==> config.mk <==
export PLATFORM = sky130hd
export DESIGN_NAME = add8u_err_monitor
export DESIGN_NICKNAME = d
export VERILOG_FILES = /design/src/rtl/add8u_err_monitor.sv
export SDC_FILE = /design/constraint.sdc
export NUM_CORES = 1
export LEC_CHECK = 0
export BUFFER_PORTS_ARGS = -buffer_cell sky130_fd_sc_hd__buf_2
export CAP_MARGIN = 40
export CORE_AREA = 8 8 142 144
export CTS_CLUSTER_SIZE = 14
export DETAILED_ROUTE_END_ITERATION = 8
export DIE_AREA = 0 0 150 152
export PLACE_DENSITY = 0.71
export REMOVE_ABC_BUFFERS = 1
export SETUP_SLACK_MARGIN = 0.1
export SLEW_MARGIN = 20
export SYNTH_ARGS = -nofsm -noshare
export SYNTH_HDL_FRONTEND = slang
export SYNTH_SLANG_ARGS = --single-unit
==> constraint.sdc <==
create_clock -name clk -period 4.8 [get_ports clk]
set_input_delay 0.48 -clock clk [delete_from_list [all_inputs] [get_ports clk]]
set_output_delay 0.48 -clock clk [all_outputs]
set_load 0.02 [all_outputs]
==> src/rtl/add8u_err_monitor.sv <==
// Error-statistics monitor for an 8-bit approximate unsigned adder: sample count, error count,
// saturating |error| sum and worst-case error. Define ADD8U_ERRMON_MSE_EN for a squared-error sum.
module add8u_err_monitor #(
  parameter int unsigned N_SAMPLES = 65536,
  parameter int unsigned ACC_W     = 32
) (
  input  logic             clk,
  input  logic             rst,
  input  logic             start,
  input  logic             clear,
  input  logic             in_valid,
  output logic             in_ready,
  input  logic [7:0]       in_a,
  input  logic [7:0]       in_b,
  input  logic [8:0]       in_o,
  output logic             busy,
  output logic             done,
  output logic [ACC_W-1:0] sample_cnt,
  output logic [ACC_W-1:0] err_cnt,
  output logic [ACC_W-1:0] sum_abs_err,
  output logic [8:0]       wce
`ifdef ADD8U_ERRMON_MSE_EN
  ,
  output logic [ACC_W+17:0] sum_sq_err
`endif
);

`ifdef ADD8U_ERRMON_MSE_EN
  localparam logic [1:0] DrainLast = 2'd2;
`else
  localparam logic [1:0] DrainLast = 2'd1;
`endif
  localparam logic [ACC_W-1:0] NSamp = ACC_W'(N_SAMPLES);
  localparam logic [ACC_W-1:0] NLast = ACC_W'(N_SAMPLES - 1);

  typedef enum logic [1:0] {StIdle, StRun, StDrain, StDone} state_e;

  state_e           state_q, state_d;
  logic [ACC_W-1:0] accepted_q, accepted_d;
  logic [1:0]       drain_q, drain_d;
  logic             xfer, stat_clr;

  always_comb begin
    state_d    = state_q;
    accepted_d = accepted_q;
    drain_d    = drain_q;
    stat_clr   = 1'b0;
    in_ready   = (state_q == StRun) && (accepted_q < NSamp);
    xfer       = in_valid && in_ready;
    busy       = (state_q == StRun) || (state_q == StDrain);
    done       = (state_q == StDone);
    if (clear) begin
      state_d    = StIdle;
      accepted_d = '0;
      drain_d    = '0;
      stat_clr   = 1'b1;
    end else begin
      case (state_q)
        StIdle, StDone: begin
          if (start) begin
            state_d    = StRun;
            accepted_d = '0;
            stat_clr   = 1'b1;
          end
        end
        StRun: begin
          if (xfer) begin
            accepted_d = accepted_q + ACC_W'(1);
            if (accepted_q == NLast) begin
              state_d = StDrain;
              drain_d = '0;
            end
          end
        end
        StDrain: begin
          // Hold until the last sample has left the pipeline.
          if (drain_q == DrainLast) state_d = StDone;
          else drain_d = drain_q + 2'd1;
        end
        default: state_d = StIdle;
      endcase
    end
  end

  always_ff @(posedge clk) begin
    if (rst) begin
      state_q    <= StIdle;
      accepted_q <= '0;
      drain_q    <= '0;
    end else begin
      state_q    <= state_d;
      accepted_q <= accepted_d;
      drain_q    <= drain_d;
    end
  end

  logic [8:0] exact;
  logic [9:0] diff;
  logic [8:0] abs_c;

  always_comb begin
    exact = {1'b0, in_a} + {1'b0, in_b};
    diff  = {1'b0, in_o} - {1'b0, exact};
    abs_c = 9'(diff[9] ? (10'd0 - diff) : diff);
  end

  logic       s1_valid_q, s1_neq_q;
  logic [8:0] s1_abs_q;

  always_ff @(posedge clk) begin
    if (rst || stat_clr) begin
      s1_valid_q <= 1'b0;
      s1_abs_q   <= '0;
      s1_neq_q   <= 1'b0;
    end else begin
      s1_valid_q <= xfer;
      if (xfer) begin
        s1_abs_q <= abs_c;
        s1_neq_q <= (diff != 10'd0);
      end
    end
  end

  logic       upd_valid, upd_neq;
  logic [8:0] upd_abs;

`ifdef ADD8U_ERRMON_MSE_EN
  logic        s2_valid_q, s2_neq_q;
  logic [8:0]  s2_abs_q;
  logic [17:0] s2_sq_q;

  always_ff @(posedge clk) begin
    if (rst || stat_clr) begin
      s2_valid_q <= 1'b0;
      s2_abs_q   <= '0;
      s2_neq_q   <= 1'b0;
      s2_sq_q    <= '0;
    end else begin
      s2_valid_q <= s1_valid_q;
      s2_abs_q   <= s1_abs_q;
      s2_neq_q   <= s1_neq_q;
      s2_sq_q    <= 18'(s1_abs_q) * 18'(s1_abs_q);
    end
  end

  assign upd_valid = s2_valid_q;
  assign upd_abs   = s2_abs_q;
  assign upd_neq   = s2_neq_q;
`else
  assign upd_valid = s1_valid_q;
  assign upd_abs   = s1_abs_q;
  assign upd_neq   = s1_neq_q;
`endif

  logic [ACC_W-1:0] cnt_q, err_q, sum_q;
  logic [8:0]       wce_q;
  logic [ACC_W:0]   sum_ext;

  assign sum_ext = {1'b0, sum_q} + (ACC_W+1)'(upd_abs);

  always_ff @(posedge clk) begin
    if (rst || stat_clr) begin
      cnt_q <= '0;
      err_q <= '0;
      sum_q <= '0;
      wce_q <= '0;
    end else if (upd_valid) begin
      cnt_q <= cnt_q + ACC_W'(1);
      err_q <= err_q + ACC_W'(upd_neq);
      sum_q <= sum_ext[ACC_W] ? '1 : sum_ext[ACC_W-1:0];
      if (upd_abs > wce_q) wce_q <= upd_abs;
    end
  end

`ifdef ADD8U_ERRMON_MSE_EN
  logic [ACC_W+17:0] sq_q;
  logic [ACC_W+18:0] sq_ext;

  assign sq_ext = {1'b0, sq_q} + (ACC_W+19)'(s2_sq_q);

  always_ff @(posedge clk) begin
    if (rst || stat_clr) sq_q <= '0;
    else if (upd_valid) sq_q <= sq_ext[ACC_W+18] ? '1 : sq_ext[ACC_W+17:0];
  end

  assign sum_sq_err = sq_q;
`endif

  assign sample_cnt  = cnt_q;
  assign err_cnt     = err_q;
  assign sum_abs_err = sum_q;
  assign wce         = wce_q;

endmodule

==> out/qor.tcl, run 1 <==
set qor(num-nets-final) 1123
set qor(routedWlPerCell_um) 14.19
set qor(fp-row-count) 49
set qor(routed_via_density) 5.271
set qor(final.setup_skew_ps) 10.14
set qor(grt_antenna_before_repair) 0
set qor(drtAntennaViolNets) 0
set qor(max-vdd-ir-drop_mv) 0.2487
set qor(initial_core_util) 0.4426
set qor(max_cap_viol_count) 0
set qor(die_w_um) 150
set qor(ctsHtreeMaxLevel) 4
set qor(maxSlewViolCount) 0
set qor(drc) 0
set qor(cts.reportedPaths.clkPinSlew_ps) 60
set qor(whs_path_depth) 3
set qor(grt.total_usage) 0.1633
set qor(postCtsSetupRepairBufs) 0
set qor(setup_viol_count_final) 0
set qor(cts_max_path_buffers) 2
set qor(dominantRegCellSynth) {sky130_fd_sc_hd__dfxtp_1}
set qor(worst_pin_slew_ps) 594.6
set qor(crit_path_max_fanout) 12
set qor(final-instance-count-excl-fill) 1285
set qor(dp_hpwl_um) 13570
set qor(port_buffers) 137
set qor(timing.max_slew.rel_slack) 0.6028
set qor(post-synth-top-area-cell) {sky130_fd_sc_hd__dfxtp_1}
set qor(asyncSetResetFlopFracSynth) 0
set qor(path_cells) {ha_1, fa_1, a21o_1, a21boi_1, o21ba_2, o21ai_1, nor2b_1, nand3_1, o21ai_0}
set qor(mappedNetlistArea_sq_mm) 0.007869
set qor(ys_seq_area_frac) 0.3867
set qor(first_global_vias) 6570
set qor(finalCriticalPeriod_ps) 3080
set qor(worst_path_max_delay_cell) {sky130_fd_sc_hd__nor2b_1}
set qor(critical_path_arrival_ps) 3420
set qor(synth.yosys.warnings) 0
set qor(endpoint_kind) {flip-flop}
set qor(run_status) {complete, no violations}
set qor(tritoncts.num_buffers) 17
set qor(avgSynthCellArea_sq_um) 8.638
set qor(grt_max_degree) 63
set qor(post_synth_num_cell_types) 61
set qor(synth-edff-count) 0
set qor(postCtsHoldBufs) 0
set qor(critical-path-max-stage-delay_ps) 570
set qor(worstSetupPathType) {reg -> reg}
set qor(totalNegativeSetupSlack_ps) 0
set qor(period_share) 0.6416
set qor(drt_iter0_markers) 333
set qor(top_post_synthesis_cells_by_area) {sky130_fd_sc_hd__dfxtp_1, sky130_fd_sc_hd__xor2_1, sky130_fd_sc_hd__ha_1}
set qor(die_area_sq_mm) 0.02280
set qor(postSynthRegisterBits) 152
set qor(pwr_density_cell_mw_per_mm2) 320.8
set qor(wirelength_um) 18240
set qor(cts_tree) {yes}
set qor(die_height_um) 152
set qor(post_route_cells_drive_above_1_share) 0.1799
set qor(clock_latency_ps) 420
set qor(synth_top_area_frac) 0.3867
set qor(clock.fmax_mhz) 324.7
set qor(globalRouteOverflowTotal) 0
set qor(syn2layout_area_growth_pct) 19.67
set qor(layout.cells.most_common_list) {sky130_fd_sc_hd__dfxtp_1, sky130_fd_sc_hd__buf_2, sky130_fd_sc_hd__nor2_1, sky130_fd_sc_hd__xor2_1}
set qor(core_region_area_sq_mm) 0.01778
set qor(leakagePower_nw) 3.948
set qor(grt_pass1_wl_um) 31360
set qor(postCtsResizedCells) 0
set qor(mostFrequentLayoutCell) {sky130_fd_sc_hd__dfxtp_1}
set qor(final_estimated_routing_congestion_in_global_placement) 0.8519
set qor(clock-root-buffer) {sky130_fd_sc_hd__clkbuf_16}
set qor(n_fill_cell) 1645
set qor(placedCellCount) 1254
set qor(critical_path.startpoint_type) {flip-flop}
set qor(cp.required_ps) 5140
set qor(dr_vias) 6773
set qor(first_pass_iters) 4
set qor(ff2ff_path_depth) 9
set qor(rsz0062_at_grt) {no}
set qor(worst_hold_path_type) {in -> reg}
set qor(tritoncts_num_sinks) 152
set qor(postSynthCellCount) 911
set qor(timing_hold_violations_final) 0
set qor(io-pin-count) 138
set qor(n_antenna_cell) 0
stage by stage:
step           worst slack (ps)  power, W  hold WS [ps]  area, sq um    util
3_5_place_dp               1418  0.001658         461.0         8803  0.4951
6_report                   1720  0.003020         409.3         9417  0.5296
4_1_cts                    1701  0.003054         388.7         9409  0.5292
3_3_place_gp               1511  0.001648         450.2         8771  0.4933
5_1_grt                    1487  0.003156         408.7         9417  0.5296
2_1_floorplan              1517  0.001574         438.5         7746       -
worst max-delay path: cells and delay by family (launching register included):
family	cells	cell delay [ps]
DFF	1	420
adders and majority gates	2	480
AOI/OAI and AO/OA	5	1070
and+or+nand+nor	2	1040
worst paths after layout:
path | start | endpoint | slack [ps]
worst max-delay path | s1_abs_q[0] | sum_abs_err[21] | 1720
worst min-delay path | rst | accepted_q[1] | 410
worst min register to register | accepted_q[31] | accepted_q[31] | 470
worst max register to register | s1_abs_q[0] | sum_abs_err[21] | 1720
cell families (layout without fill, tap and decap cells):
family	Yosys count	after routing	synth area share
simple gates	368	368	0.2376
mux	14	14	0.01797
xor+xnor	100	100	0.1123
compound gates	155	155	0.1240
buf+inv	74	219	0.03657
flops	152	152	0.3867
fa+ha+maj	48	48	0.08491
layer usage:
metal  global-route usage  vias up  part of all wire
li1                     -     3454                 -
met4              0.05143        0             0.016
met1               0.2152     3142              0.47
met2               0.2547      154              0.44
met3              0.04247       23             0.070
met5                    0        -                 0
where the power goes:
| part | switching [W] | internal (W) | total (W) | leakage, nW |
|---|---|---|---|---|
| Combinational | 0.000221 | 0.000142 | 0.000362 | 2.43 |
| Clock | 0.000525 | 0.000864 | 0.00139 | 0.292 |
| Sequential | 0.00000430 | 0.00126 | 0.00127 | 1.22 |
| Total | 0.000750 | 0.00227 | 0.00302 | 3.95 |
registers in the layout, summed over array words and instances, names as in the netlist:
name and count:
s1_valid_q 1, wce 9, sum_abs_err 32, sample_cnt 32, s1_neq_q 1, accepted_q 32, s1_abs_q 9, state_q 2
err_cnt 32, drain_q 2
Yosys cell counts (3+ instances only):
library cell / number
sky130_fd_sc_hd__a21o_1: 5
sky130_fd_sc_hd__and4_1: 13
sky130_fd_sc_hd__nor4_1: 9
sky130_fd_sc_hd__a31oi_1: 15
sky130_fd_sc_hd__nor2b_1: 13
sky130_fd_sc_hd__xnor2_1: 32
sky130_fd_sc_hd__a21oi_1: 40
sky130_fd_sc_hd__nor4b_1: 6
sky130_fd_sc_hd__xor2_1: 67
sky130_fd_sc_hd__ha_1: 39
sky130_fd_sc_hd__nand3b_1: 3
sky130_fd_sc_hd__nor2_1: 124
sky130_fd_sc_hd__nor3_1: 14
sky130_fd_sc_hd__or3_1: 11
sky130_fd_sc_hd__nand3_1: 49
sky130_fd_sc_hd__o21ai_0: 46
sky130_fd_sc_hd__o21bai_1: 4
sky130_fd_sc_hd__inv_1: 43
sky130_fd_sc_hd__a211oi_1: 6
sky130_fd_sc_hd__fa_1: 9
sky130_fd_sc_hd__mux2i_1: 13
sky130_fd_sc_hd__nand2_1: 50
sky130_fd_sc_hd__nand2b_1: 5
sky130_fd_sc_hd__and2_1: 4
sky130_fd_sc_hd__and3_1: 33
sky130_fd_sc_hd__nand4_1: 22
sky130_fd_sc_hd__clkbuf_1: 27
sky130_fd_sc_hd__o21a_1: 3
sky130_fd_sc_hd__o21ai_1: 6
sky130_fd_sc_hd__dfxtp_1: 152
sky130_fd_sc_hd__a41oi_1: 5
area by class of cell:
class	count	area (sq um)	share of cell area
sequential	152	3043	0.3231
tap	229	286.5	0.03043
timing repair buffer	145	763.2	0.08105
inverter	44	165.2	0.01754
multi-input combinational	685	4553	0.4835
clock buffer	18	429.2	0.04558
clock inverter	12	176.4	0.01874
Power figures use the tool's default switching activity.
==> run 2: changes to the inputs <==
clock period = 2.95 ns   (was 4.8 ns; I/O delays follow)
==> run 2 against run 1 <==
Sequential cell count unchanged; first-iteration DRC count increased by 5.4%; clock skew fell by 1.2 ps; fmax grew 16%; combinational power rose by 85%; die area unchanged; critical path type unchanged; critical endpoint is now sum_abs_err[28].
==> out/qor.tcl, run 2 (same netlist as run 1, synthesis figures left out) <==
set qor(max_cap_viol_count) 0
set qor(dp_hpwl_um) 13600
set qor(finalCriticalPeriod_ps) 2659
set qor(grt_pass1_wl_um) 30990
set qor(clock_latency_ps) 420
set qor(globalRouteOverflowTotal) 0
set qor(pwr_density_cell_mw_per_mm2) 514.2
set qor(top_layer_used) {met4}
set qor(initial_core_util) 0.4426
set qor(multi_input_comb_area_sq_mm) 0.004566
set qor(tritoncts_num_sinks) 152
set qor(grt_antenna_before_repair) 0
set qor(num-nets-final) 1142
set qor(worst_pin_slew_ps) 615.0
set qor(rsz0062_at_grt) {yes}
set qor(final_estimated_routing_congestion_in_global_placement) 0.8273
set qor(path_cells) {ha_1, fa_1, a21o_1, a21boi_1, o21ba_2, o21ai_1, nand3_1, nor4_1, a211oi_1}
set qor(max-vdd-ir-drop_mv) 0.4319
set qor(cp.required_ps) 3240
set qor(cts.reportedPaths.clkPinSlew_ps) 60
set qor(critical_path_arrival_ps) 2950
set qor(n_fill_cell) 1653
set qor(whs_path_depth) 3
set qor(critical_path.startpoint_type) {flip-flop}
set qor(core_region_area_sq_mm) 0.01778
set qor(worst-path-stages) 9
set qor(clock-root-buffer) {sky130_fd_sc_hd__clkbuf_16}
set qor(dr_vias) 6758
set qor(io-pin-count) 138
set qor(final.setup_skew_ps) 8.979
set qor(cts_max_path_buffers) 2
set qor(leakagePower_nw) 4.032
set qor(drtAntennaViolNets) 0
set qor(post_route_cells_drive_above_1_share) 0.1987
set qor(timing.max_slew.rel_slack) 0.5872
set qor(run_status) {complete, no violations}
set qor(cts_tree) {yes}
set qor(die_height_um) 152
set qor(grt_max_degree) 38
set qor(drc) 0
set qor(worstSetupPathType) {reg -> reg}
set qor(first_pass_iters) 4
set qor(critical_path.n_buffers_inverters) 0
set qor(ff2ff_path_depth) 9
set qor(postCtsSetupRepairBufs) 0
set qor(layout.cells.most_common_list) {sky130_fd_sc_hd__dfxtp_1, sky130_fd_sc_hd__buf_2, sky130_fd_sc_hd__nor2_1, sky130_fd_sc_hd__xor2_1, sky130_fd_sc_hd__nand2_1}
set qor(worst_hold_path_type) {in -> reg}
set qor(ctsHtreeMaxLevel) 4
set qor(setup_viol_count_final) 0
set qor(drt_iter0_markers) 351
set qor(postCtsHoldBufs) 0
set qor(maxSlewViolCount) 0
set qor(mostFrequentLayoutCell) {sky130_fd_sc_hd__dfxtp_1}
set qor(die_w_um) 150
set qor(wl_met1_um) 8759
set qor(postCtsResizedCells) 0
set qor(routed_via_density) 5.175
set qor(total_length_of_routed_met3_wires_um) 1160
set qor(port_buffers) 137
set qor(dr_wl_met2_um) 8217
set qor(endpoint_kind) {flip-flop}
set qor(die_area_sq_mm) 0.02280
set qor(worst_path_max_delay_cell) {sky130_fd_sc_hd__o21ai_1}
set qor(register_area_sq_mm) 0.003043
set qor(routedWlPerCell_um) 14.02
set qor(worst_path_dominant_cell_family) {compound AO/OA/AOI/OAI gates}
set qor(period_share) 0.9012
set qor(tritoncts.num_buffers) 17
set qor(fin_util) 0.5371
set qor(critical-path-max-stage-delay_ps) 450
set qor(post-route-worst-setup-slack_ps) 291.4
set qor(fp-row-count) 49
set qor(wirelength_um) 18310
set qor(grt.total_usage) 0.1624
set qor(n_antenna_cell) 0
set qor(first_global_vias) 6528
set qor(detailedPlace.worstSlack_ps) -100.0
set qor(clock.fmax_mhz) 376.1
set qor(syn2layout_area_growth_pct) 21.35
set qor(timing_hold_violations_final) 0
set qor(crit_path_max_fanout) 8
## run 2: metal layers
metal  up-vias  global-route usage
li1       3497                   -
met1      3106              0.2071
met2       141              0.2616
met3        14             0.04188
met4         0             0.05143
met5         -                   0
## run 2: worst paths after layout
| path | startpoint | endpoint | slack [ps] |
|---|---|---|---|
| worst max-delay path | s1_abs_q[0] | sum_abs_err[28] | 290 |
| worst min-delay path | rst | accepted_q[1] | 230 |
| worst max register to register | s1_abs_q[0] | sum_abs_err[28] | 290 |
| worst min register to register | accepted_q[29] | accepted_q[29] | 470 |
## run 2: layout make-up
class                   instances  share of cell area
multi-input cells             685              0.4781
inverters                      44             0.01730
well taps                     229             0.03001
flip-flops and latches        152              0.3187
repair buffers                164             0.09434
clock inverters                15             0.01703
clock buffers                  17             0.04455
## run 2: worst min-delay path, delay by kind of cell
family | cells | cell delay (ps)
AOI/OAI and AO/OA | 1 | 50
and+or+nand+nor | 1 | 170
buffers and inverters | 1 | 80
## run 2: per-stage QoR
stage | hold WS (ps) | setup TNS [ps] | total power [W] | area (sq um) | instances
floorplan | 438.5 | -3262 | 0.002560 | 7746 | 881
global placement | 451.9 | -45.98 | 0.002764 | 8949 | 1274
detailed placement | 459.7 | -104.7 | 0.002778 | 8949 | 1274
CTS | 199.8 | 0 | 0.004973 | 9537 | 1306
global route | 221.6 | 0 | 0.005158 | 9549 | 1306
finish | 227.0 | 0 | 0.004910 | 9549 | 1306
## run 2: where the power goes
part           internal, W  switching (W)  total, W  leakage, nW
registers          0.00206     0.00000720   0.00206         1.22
logic             0.000295       0.000374  0.000670         2.52
clock network      0.00127       0.000911   0.00218        0.288
total              0.00362        0.00129   0.00491         4.03
